[src/rtl/mdu_pkg.sv]
// rtl/mdu_pkg.sv - shared decode constants, enums and helpers for the PCPI mul/div unit
package mdu_pkg;

  localparam logic [6:0] OPCODE_OP     = 7'b0110011;
  localparam logic [6:0] FUNCT7_MULDIV = 7'b0000001;

  typedef enum logic [2:0] {
    F3_MUL, F3_MULH, F3_MULHSU, F3_MULHU, F3_DIV, F3_DIVU, F3_REM, F3_REMU
  } funct3_e;

  typedef enum logic [2:0] {
    ST_IDLE, ST_MUL, ST_DIV, ST_FIX, ST_DONE
  } state_e;

  function automatic logic is_div(input funct3_e f);
    return f[2];
  endfunction

  function automatic logic is_signed(input funct3_e f);
    return (f == F3_DIV) || (f == F3_REM);
  endfunction

endpackage

[src/rtl/mdu_div_step.sv]
// rtl/mdu_div_step.sv - combinational restoring-division step producing DIV_STEP quotient bits
module mdu_div_step #(
  parameter int XLEN     = 32,
  parameter int DIV_STEP = 1
) (
  input  logic [XLEN-1:0]     rem_i,
  input  logic [DIV_STEP-1:0] bits_i,
  input  logic [XLEN-1:0]     divisor_i,
  output logic [XLEN-1:0]     rem_o,
  output logic [DIV_STEP-1:0] quo_o
);

  logic [XLEN:0] r;

  // The partial remainder stays below the divisor, so the dropped top bit is always zero.
  always_comb begin
    r     = {1'b0, rem_i};
    quo_o = '0;
    for (int i = DIV_STEP - 1; i >= 0; i--) begin
      r = {r[XLEN-1:0], bits_i[i]};
      if (r >= {1'b0, divisor_i}) begin
        r        = r - {1'b0, divisor_i};
        quo_o[i] = 1'b1;
      end
    end
    rem_o = r[XLEN-1:0];
  end

endmodule

[src/rtl/pcpi_mdu_seq.sv]
// rtl/pcpi_mdu_seq.sv - sequential PCPI multiply/divide unit with divide result reuse
module pcpi_mdu_seq
  import mdu_pkg::*;
#(
  parameter int XLEN     = 32,
  parameter int DIV_STEP = 1,
  parameter bit EN_CACHE = 1'b1
) (
  input  logic            clk,
  input  logic            reset,
  input  logic            pcpi_valid,
  input  logic [31:0]     pcpi_insn,
  input  logic [XLEN-1:0] pcpi_rs1,
  input  logic [XLEN-1:0] pcpi_rs2,
  output logic            pcpi_wr,
  output logic [XLEN-1:0] pcpi_rd,
  output logic            pcpi_wait,
  output logic            pcpi_ready
);

  localparam int NSTEP = XLEN / DIV_STEP;
  localparam int CW    = $clog2(NSTEP);

  state_e          state_q, state_d;
  funct3_e         f3_q, f3_d;
  logic [XLEN-1:0] a_q, a_d, b_q, b_d, quo_q, quo_d, rem_q, rem_d;
  logic [XLEN-1:0] dvs_q, dvs_d, res_q, res_d;
  logic [CW-1:0]   cnt_q, cnt_d;
  logic            sgn_q, sgn_d, negq_q, negq_d, negr_q, negr_d, cool_q, cool_d;
  logic            cv_q, cv_d, csgn_q, csgn_d;
  logic [XLEN-1:0] ca_q, ca_d, cb_q, cb_d, cquo_q, cquo_d, crem_q, crem_d;

  funct3_e         f3_in;
  logic            hit, accept, sgn_in, rs1_neg, rs2_neg, div_zero, ovf, c_hit;
  logic [XLEN-1:0] mag1, mag2, fq, fr, step_rem;
  logic [DIV_STEP-1:0] step_quo;
  logic [2*XLEN+1:0]   mul_a, mul_b, prod;
  logic            unused_bits;

  assign f3_in    = funct3_e'(pcpi_insn[14:12]);
  assign hit      = (pcpi_insn[6:0] == OPCODE_OP) && (pcpi_insn[31:25] == FUNCT7_MULDIV);
  assign accept   = (state_q == ST_IDLE) && pcpi_valid && hit && !cool_q;
  assign sgn_in   = is_signed(f3_in);
  assign rs1_neg  = sgn_in & pcpi_rs1[XLEN-1];
  assign rs2_neg  = sgn_in & pcpi_rs2[XLEN-1];
  assign mag1     = rs1_neg ? -pcpi_rs1 : pcpi_rs1;
  assign mag2     = rs2_neg ? -pcpi_rs2 : pcpi_rs2;
  assign div_zero = (pcpi_rs2 == '0);
  assign ovf      = sgn_in && (pcpi_rs1 == {1'b1, {(XLEN-1){1'b0}}}) && (&pcpi_rs2);
  assign c_hit    = EN_CACHE && cv_q && (ca_q == pcpi_rs1) && (cb_q == pcpi_rs2) && (csgn_q == sgn_in);

  // Operands are sign-extended to the full product width so one unsigned multiply covers all variants.
  assign mul_a = {{(XLEN+2){((f3_q == F3_MULH) || (f3_q == F3_MULHSU)) & a_q[XLEN-1]}}, a_q};
  assign mul_b = {{(XLEN+2){(f3_q == F3_MULH) & b_q[XLEN-1]}}, b_q};
  assign prod  = mul_a * mul_b;

  assign fq = negq_q ? -quo_q : quo_q;
  assign fr = negr_q ? -rem_q : rem_q;

  assign unused_bits = ^{pcpi_insn[24:15], pcpi_insn[11:7], prod[2*XLEN+1:2*XLEN]};

  mdu_div_step #(.XLEN(XLEN), .DIV_STEP(DIV_STEP)) u_step (
    .rem_i     (rem_q),
    .bits_i    (quo_q[XLEN-1 -: DIV_STEP]),
    .divisor_i (dvs_q),
    .rem_o     (step_rem),
    .quo_o     (step_quo)
  );

  always_comb begin
    state_d = state_q;  f3_d   = f3_q;   a_d    = a_q;    b_d    = b_q;
    quo_d   = quo_q;    rem_d  = rem_q;  dvs_d  = dvs_q;  res_d  = res_q;
    cnt_d   = cnt_q;    sgn_d  = sgn_q;  negq_d = negq_q; negr_d = negr_q;
    cv_d    = cv_q;     csgn_d = csgn_q; ca_d   = ca_q;   cb_d   = cb_q;
    cquo_d  = cquo_q;   crem_d = crem_q; cool_d = 1'b0;
    pcpi_wait  = 1'b0;
    pcpi_ready = 1'b0;
    pcpi_wr    = 1'b0;
    pcpi_rd    = '0;
    unique case (state_q)
      ST_IDLE: if (accept) begin
        pcpi_wait = 1'b1;
        f3_d  = f3_in;
        a_d   = pcpi_rs1;
        b_d   = pcpi_rs2;
        sgn_d = sgn_in;
        if (!is_div(f3_in)) begin
          cv_d    = 1'b0;
          state_d = ST_MUL;
        end else if (div_zero) begin
          res_d   = f3_in[1] ? pcpi_rs1 : '1;
          state_d = ST_DONE;
        end else if (ovf) begin
          res_d   = f3_in[1] ? '0 : pcpi_rs1;
          state_d = ST_DONE;
        end else if (c_hit) begin
          res_d   = f3_in[1] ? crem_q : cquo_q;
          state_d = ST_DONE;
        end else begin
          quo_d   = mag1;
          rem_d   = '0;
          dvs_d   = mag2;
          negq_d  = rs1_neg ^ rs2_neg;
          negr_d  = rs1_neg;
          cnt_d   = CW'(NSTEP - 1);
          state_d = ST_DIV;
        end
      end
      ST_MUL: begin
        pcpi_wait = 1'b1;
        if (!pcpi_valid) begin
          state_d = ST_IDLE;
        end else begin
          res_d   = (f3_q == F3_MUL) ? prod[XLEN-1:0] : prod[2*XLEN-1:XLEN];
          state_d = ST_DONE;
        end
      end
      ST_DIV: begin
        pcpi_wait = 1'b1;
        if (!pcpi_valid) begin
          cv_d    = 1'b0;
          state_d = ST_IDLE;
        end else begin
          rem_d = step_rem;
          quo_d = {quo_q[XLEN-DIV_STEP-1:0], step_quo};
          if (cnt_q == '0) state_d = ST_FIX;
          else             cnt_d   = cnt_q - CW'(1);
        end
      end
      ST_FIX: begin
        pcpi_wait = 1'b1;
        if (!pcpi_valid) begin
          cv_d    = 1'b0;
          state_d = ST_IDLE;
        end else begin
          res_d   = f3_q[1] ? fr : fq;
          cv_d    = EN_CACHE;
          ca_d    = a_q;
          cb_d    = b_q;
          csgn_d  = sgn_q;
          cquo_d  = fq;
          crem_d  = fr;
          state_d = ST_DONE;
        end
      end
      ST_DONE: begin
        pcpi_wait  = 1'b1;
        pcpi_ready = 1'b1;
        pcpi_wr    = 1'b1;
        pcpi_rd    = res_q;
        cool_d     = 1'b1;
        state_d    = ST_IDLE;
      end
      default: state_d = ST_IDLE;
    endcase
  end

  always_ff @(posedge clk) begin
    if (reset) begin
      state_q <= ST_IDLE; f3_q  <= F3_MUL; a_q    <= '0;   b_q    <= '0;
      quo_q   <= '0;      rem_q <= '0;     dvs_q  <= '0;   res_q  <= '0;
      cnt_q   <= '0;      sgn_q <= 1'b0;   negq_q <= 1'b0; negr_q <= 1'b0;
      cv_q    <= 1'b0;    csgn_q <= 1'b0;  ca_q   <= '0;   cb_q   <= '0;
      cquo_q  <= '0;      crem_q <= '0;    cool_q <= 1'b0;
    end else begin
      state_q <= state_d; f3_q  <= f3_d;   a_q    <= a_d;    b_q    <= b_d;
      quo_q   <= quo_d;   rem_q <= rem_d;  dvs_q  <= dvs_d;  res_q  <= res_d;
      cnt_q   <= cnt_d;   sgn_q <= sgn_d;  negq_q <= negq_d; negr_q <= negr_d;
      cv_q    <= cv_d;    csgn_q <= csgn_d; ca_q  <= ca_d;   cb_q   <= cb_d;
      cquo_q  <= cquo_d;  crem_q <= crem_d; cool_q <= cool_d;
    end
  end

endmodule

[config.mk]
export PLATFORM = sky130hd
export DESIGN_NAME = pcpi_mdu_seq
export DESIGN_NICKNAME = d
export VERILOG_FILES = /design/src/rtl/mdu_pkg.sv /design/src/rtl/mdu_div_step.sv /design/src/rtl/pcpi_mdu_seq.sv
export SDC_FILE = /design/constraint.sdc
export NUM_CORES = 2
export LEC_CHECK = 0
export ABC_AREA = 1
export CORE_ASPECT_RATIO = 0.8
export CORE_UTILIZATION = 40
export CTS_CLUSTER_DIAMETER = 60
export DETAILED_ROUTE_END_ITERATION = 7
export PLACE_DENSITY_LB_ADDON = 0.08
export SYNTH_ARGS = -nofsm -noshare
export SYNTH_HDL_FRONTEND = slang
export SYNTH_SLANG_ARGS = --single-unit
[constraint.sdc]
create_clock -name clk -period 10.49 [get_ports clk]
set_clock_uncertainty 0.2 [all_clocks]
set_input_delay 1.049 -clock clk [delete_from_list [all_inputs] [get_ports clk]]
set_output_delay 1.049 -clock clk [all_outputs]
set_load 0.005 [all_outputs]
## Yosys cells after proc, flatten, opt, wreduce, memory -nomap -nowiden

Index checks and enable logic that the tools add are counted.
Widths: inputs -> output; s select.

- Add/subtract/negate cells: 6
- $mul: 1
- Magnitude comparators: 1
- Equal/unequal tests: 27
- Multiplexer cells: 59
- Bitwise gates (word level): 8
- Reductions and logical operators: 30

Operators with widths:

| kind | count |
|---|---|
| $mux 32 | 30 |
| $neg 32->32 | 4 |
| $pmux 32 s2 | 2 |
| $pmux 32 s3 | 1 |
| $eq 32x32->1 | 2 |
| $mul 33x33->64 | 1 |
| $mux 5 | 7 |
| $ge 33x32->1 | 1 |
| $eq 32x32->1 const B | 1 |
| $logic_not 32->1 | 1 |
| $reduce_and 32->1 | 1 |
| $sub 32x32->32 | 1 |
| $mux 3 | 8 |
| $ne 2x2->1 const B | 11 |
| $reduce_and 6->1 | 2 |
| $pmux 5 s2 | 1 |
| $eq 3x2->1 const B | 3 |
| $eq 3x3->1 const B | 3 |
| $logic_and 1x1->1 | 9 |
| $pmux 3 s3 | 1 |
| $reduce_and 8->1 | 1 |
| $eq 7x1->1 const B | 1 |
| $eq 7x6->1 const B | 1 |
| $mux 1 | 7 |
| other kinds (21) | 32 |

- Register bits after elaboration: 337
- Bits of input ports: 99
- Output and inout port bits: 35
- Logic and storage cells: 151

## Longest topological paths before layout

- Depth after elaboration: 10
- Gate-level depth with buffers: 38
- Depth with buffers taken out: 38

## Modules after synthesis

A second synthesis with hierarchy kept.

- Cell total of the unflattened synthesis: 9,162
- Area total of the unflattened synthesis: 63,886.3 µm²

Modules (own cells, without submodules):

| module | times used | cells an instance | area an instance (µm²) | sequential area each (µm²) |
|---|---|---|---|---|
| pcpi_mdu_seq | 1 | 8,515 | 60,725.7 | 6,746.5 |
| mdu_div_step | 1 | 647 | 3,160.5 | 0.0 |

## Least setup slack after synthesis

OpenSTA, ideal clock, no wires.

- Kind: reg2reg
- Start point: register f3_q[1]
- End point: register res_q[22]
- Library setup time: 117 ps
- Arrival time: 7,776 ps
- Path slack: 2,397 ps
- Cell stages (with the launch flop): 33
- Buffers on the path: 2
- Path through: dfxtp_1 > clkbuf_1 > nand2_1 > nand2_1 > nand2_1 > clkinv_1 > clkbuf_1 > nand2_1 > fa_1 > fa_1 > fa_1 > fa_1 > inv_1 > fa_1 > fa_1 > fa_1 > inv_1 > fa_1 > inv_1 > ha_1 > nand2_1 > nor2_1 > inv_1 > nor2_1 > nand2_1 > nor4_1 > nand2_1 > nand4_1 > nand3_1 > nand2_1 > inv_1 > nor2_1 > nor2_1

- Word-level cells in the longest chain between the ends: 7
- Elaborated cells on any way between the ends: 12

RTL lines:

| item | RTL line | text |
|---|---|---|
| from (decl) | pcpi_mdu_seq.sv:25 | `funct3_e f3_q, f3_d;` |
| from (signal assigned) | pcpi_mdu_seq.sv:160 | `state_q <= ST_IDLE; f3_q <= F3_MUL; a_q <= '0; b_q <= '0;` |
| from (signal assigned) | pcpi_mdu_seq.sv:166 | `state_q <= state_d; f3_q <= f3_d; a_q <= a_d; b_q <= b_d;` |
| $eq 3x1->1 / $eq 3x2->1 (equally long branches) | pcpi_mdu_seq.sv:53, pcpi_mdu_seq.sv:54 |  |
| $logic_or 1x1->1 | pcpi_mdu_seq.sv:53 | `assign mul_a = {{(XLEN+2){((f3_q == F3_MULH) \|\| (f3_q == F3_MULHSU)) & a_q[XLEN-1]}}, a_q};` |
| $and 1x1->1 | pcpi_mdu_seq.sv:53 |  |
| $mul 33x33->64 | pcpi_mdu_seq.sv:55 | `assign prod = mul_a * mul_b;` |
| $mux 32 | pcpi_mdu_seq.sv:114 | `res_d = (f3_q == F3_MUL) ? prod[XLEN-1:0] : prod[2*XLEN-1:XLEN];` |
| $mux 32 | pcpi_mdu_seq.sv:111 | `if (!pcpi_valid) begin` |
| $pmux 32 s3 (*) | pcpi_mdu_seq.sv:80 | `unique case (state_q)` |
| to (signal assigned) | pcpi_mdu_seq.sv:167 | `quo_q <= quo_d; rem_q <= rem_d; dvs_q <= dvs_d; res_q <= res_d;` |
| to (decl) | pcpi_mdu_seq.sv:27 | `logic [XLEN-1:0] dvs_q, dvs_d, res_q, res_d;` |

Every way passes the cells marked *; elsewhere a longest branch is shown, timed or not. The select of a mux whose other input is x is not followed.
A chain may end at the register's enable or synchronous reset.

## Final worst setup path

- Start point: register f3_q[0]
- End point: register res_q[27]

- Word-level cells in the longest chain between the ends: 7
- Elaborated cells on any way between the ends: 10

RTL lines:

| item | RTL line |
|---|---|
| $eq 3x1->1 / $eq 3x2->1 (equally long branches) | pcpi_mdu_seq.sv:53, pcpi_mdu_seq.sv:54 |
| $logic_or 1x1->1 | pcpi_mdu_seq.sv:53 |
| $and 1x1->1 | pcpi_mdu_seq.sv:53 |
| $mul 33x33->64 | pcpi_mdu_seq.sv:55 |
| $mux 32 (*) | pcpi_mdu_seq.sv:114 |
| $mux 32 (*) | pcpi_mdu_seq.sv:111 |
| $pmux 32 s3 (*) | pcpi_mdu_seq.sv:80 |

Marks and branches as above.

==> metrics.yaml <==
ant_nets: 0
layout_common_cells: "2239 x nand2_1, 2132 x inv_1, 1126 x fa_1, 742 x nor2_1, 377 x o21ai_0"
drt_iter0_drc: 6101
post_cts_resized: 0
status: "completed"
worst-setup-path-type: "flop to flop"
grt_max_degree: 90
synth_area_leaders: "fa_1 36%, nand2_1 13%, inv_1 13%"
cp-start-kind: "flop"
dp.cells: 10877
worst_path_max_delay_cell: "fa_1"
hp-class: "flop to flop"
layout.cells.non_filler: 10937
dr.pass1.iters: 6
cts_tree: "done"
setup_slack_ns: 1.01
gp_congestion: 0.962
cts-root-buf: "clkbuf_16"
slew_headroom: 0.0758
maxSlewViolCount: 0
initial_utilization: 0.405
drc: 0
critPathCaptureType: "flop"
layout_min_cycle_time_ns: 9.48
vias_per_cell: 5.25
dr_wl_met3_um: 24800
worstMarginPinSlew_ns: 1.39
cts.hold.buffers_added: 0
syn_nets: 10434
vias: 57413
wl_per_cell_um: 23.3
clk_pin_slew_ns: 0.08
dieWidth_um: 446
grt_antenna_before_repair: 9
die_h_um: 357
netlist_area_um2: 63100
synth_top_area_frac: 0.357
ys_seq_elements: 337
synthCells: 8958
hpwl_um: 214000
avgSynthCellArea_um2: 7.04
crit_path_frequent_cell: "fa_1"
nets: 10293
dieArea_um2: 159000
synth_seq_area_share: 0.107
drv_cap: 0
synth_top_area_cell: "fa_1"
wl_um: 255000
peakVddDrop_mv: 0.113
num_rows: 129
worstPathMaxFanout: 9
core_um2: 156000
power_mw: 2.95
cpPeakStageDelay_ns: 0.74
topRoutingLayerUsed: "met5"
pre_cts_ws_ns: 1.11
fin_crit_sh: 0.904
grt.overflow.total: 0
clk_latency_ns: 0.58
setup_tns_ns: 0
yosysUniqueCellTypes: 44
portBuffers: 118
fmax_ghz: 0.105
grt_first_pass_wirelength_um: 375000
layout_commonest_cell: "nand2_1"
postCtsSetupBuffers: 0
grt_pass1_vias: 54941
areaGrowthSynthToFinish_pct: 7.11
wl_met2_um: 95000
timing_hold_violations_final: 0
worstPathRequired_ns: 10.79
p_leak_nw: 34.4
setup_viol: 0
cts_sinks: 337
crit_arrival_ns: 9.78
cts_max_level: 2
ys_warn_count: 0
gr-usage-all-layers: 0.321
layout-drive-gt1-share: 0.0310
rrSetupSlack_ns: 1.01
rsz0062_at_grt: "false"
ios: 134
fillers: 16443
cts_buffers: 34
powerDensity_nw_per_um2: 43.7
met1Wirelength_um: 131000
cts_max_path_buffers: 3
final_core_util: 0.434
synthesized netlist by cell type:
master and count:
and2_1 6, a21o_1 7, o21bai_1 21, nand3_1 361, and3_1 2, nand4_1 102
o21a_1 6, buf_2 29, or2_2 22, nand2_1 2240, fa_1 1126, or4_1 1
nand2_2 3, ha_1 251, nand3b_1 17, buf_1 18, o21ai_0 377, o31ai_1 9
o211ai_1 63, buf_6 6, nor4_1 22, nor3_1 64, o21ai_1 10, nor3b_1 5
nand3_2 2, o22ai_1 4, inv_2 9, a211oi_1 64, nor2_1 744, o2111ai_1 1
a21boi_0 4, nor2_8 1, inv_1 2133, clkinv_1 11, xnor2_1 37, nor2_2 7
buf_4 2, clkbuf_1 395, dfxtp_1 337, a31o_2 1, a21oi_1 323, nor3_4 1
xor2_1 104, a31oi_1 10
sequential cells by signal, summed over array words and instances, names as in the netlist:
| register | flops |
|---|---|
| a_q | 32 |
| b_q | 32 |
| ca_q | 32 |
| cb_q | 32 |
| cnt_q | 5 |
| cool_q | 1 |
| cquo_q | 32 |
| crem_q | 32 |
| csgn_q | 1 |
| cv_q | 1 |
| dvs_q | 32 |
| f3_q | 3 |
| negq_q | 1 |
| negr_q | 1 |
| quo_q | 32 |
| rem_q | 32 |
| res_q | 32 |
| sgn_q | 1 |
| state_q | 3 |
power by group:
group	total [mW]	leakage (nW)	switching, mW	internal, mW
Sequential	1.28	2.72	0.0000926	1.28
Combinational	0.269	31.1	0.196	0.0730
Clock	1.41	0.581	0.605	0.801
layer usage:
layer,vias up,track usage
li1,26151,-
met2,2248,0.417
met5,-,0
met3,172,0.0632
met4,4,0.0410
met1,28838,0.539
final cells by class:
class / instances / area (um^2) / area share
Timing Repair Buffer: 273 / 2370 / 0.0352
Inverter: 2153 / 8090 / 0.120
Tap cell: 2096 / 2620 / 0.0388
Antenna cell: 3 / 7.51 / 0.000111
Clock buffer: 47 / 1010 / 0.0150
Sequential cell: 337 / 6760 / 0.100
Multi-Input combinational cell: 6018 / 46500 / 0.688
Clock inverter: 10 / 188 / 0.00278
logic make-up (layout without fill, tap and decap cells):
kind of cell,after synthesis,count (layout),share of synthesized area
xor gates and xnor gates,141,141,0.0196
DFF,337,337,0.107
and+or+nand+nor,3600,3600,0.231
other,0,3,0
AOI/OAI and AO/OA,900,900,0.0787
adders and majority gates,1377,1377,0.407
buffers and inverters,2603,2483,0.156
final timing paths:
| kind | from | to | cells past startpoint |
|---|---|---|---|
| worst max-delay path | f3_q[0]$_SDFFE_PP0P_ | res_q[27]$_SDFFE_PP0P_ | 31 |
| worst min-delay path | cquo_q[2]$_SDFFE_PP0P_ | cquo_q[2]$_SDFFE_PP0P_ | 2 |
| worst max register to register | f3_q[0]$_SDFFE_PP0P_ | res_q[27]$_SDFFE_PP0P_ | 31 |
| worst min register to register | cquo_q[2]$_SDFFE_PP0P_ | cquo_q[2]$_SDFFE_PP0P_ | 2 |
per-stage QoR:
| step | area [um^2] | hold WS [ns] |
|---|---|---|
| after floorplan | 63100 | 0.224 |
| after global placement | 66300 | 0.235 |
| after detailed placement | 66300 | 0.240 |
| after CTS | 67500 | 0.250 |
| after global routing | 67500 | 0.287 |
| final | 67600 | 0.249 |
critical path: cells and delay by family, from the launching register on:
kind	cells	cell delay, ns
fa+ha+maj	9	4.68
buf+inv	8	1.54
simple gates	9	1.42
compound gates	5	1.17
flops	1	0.37
Power figures use the tool's default switching activity.
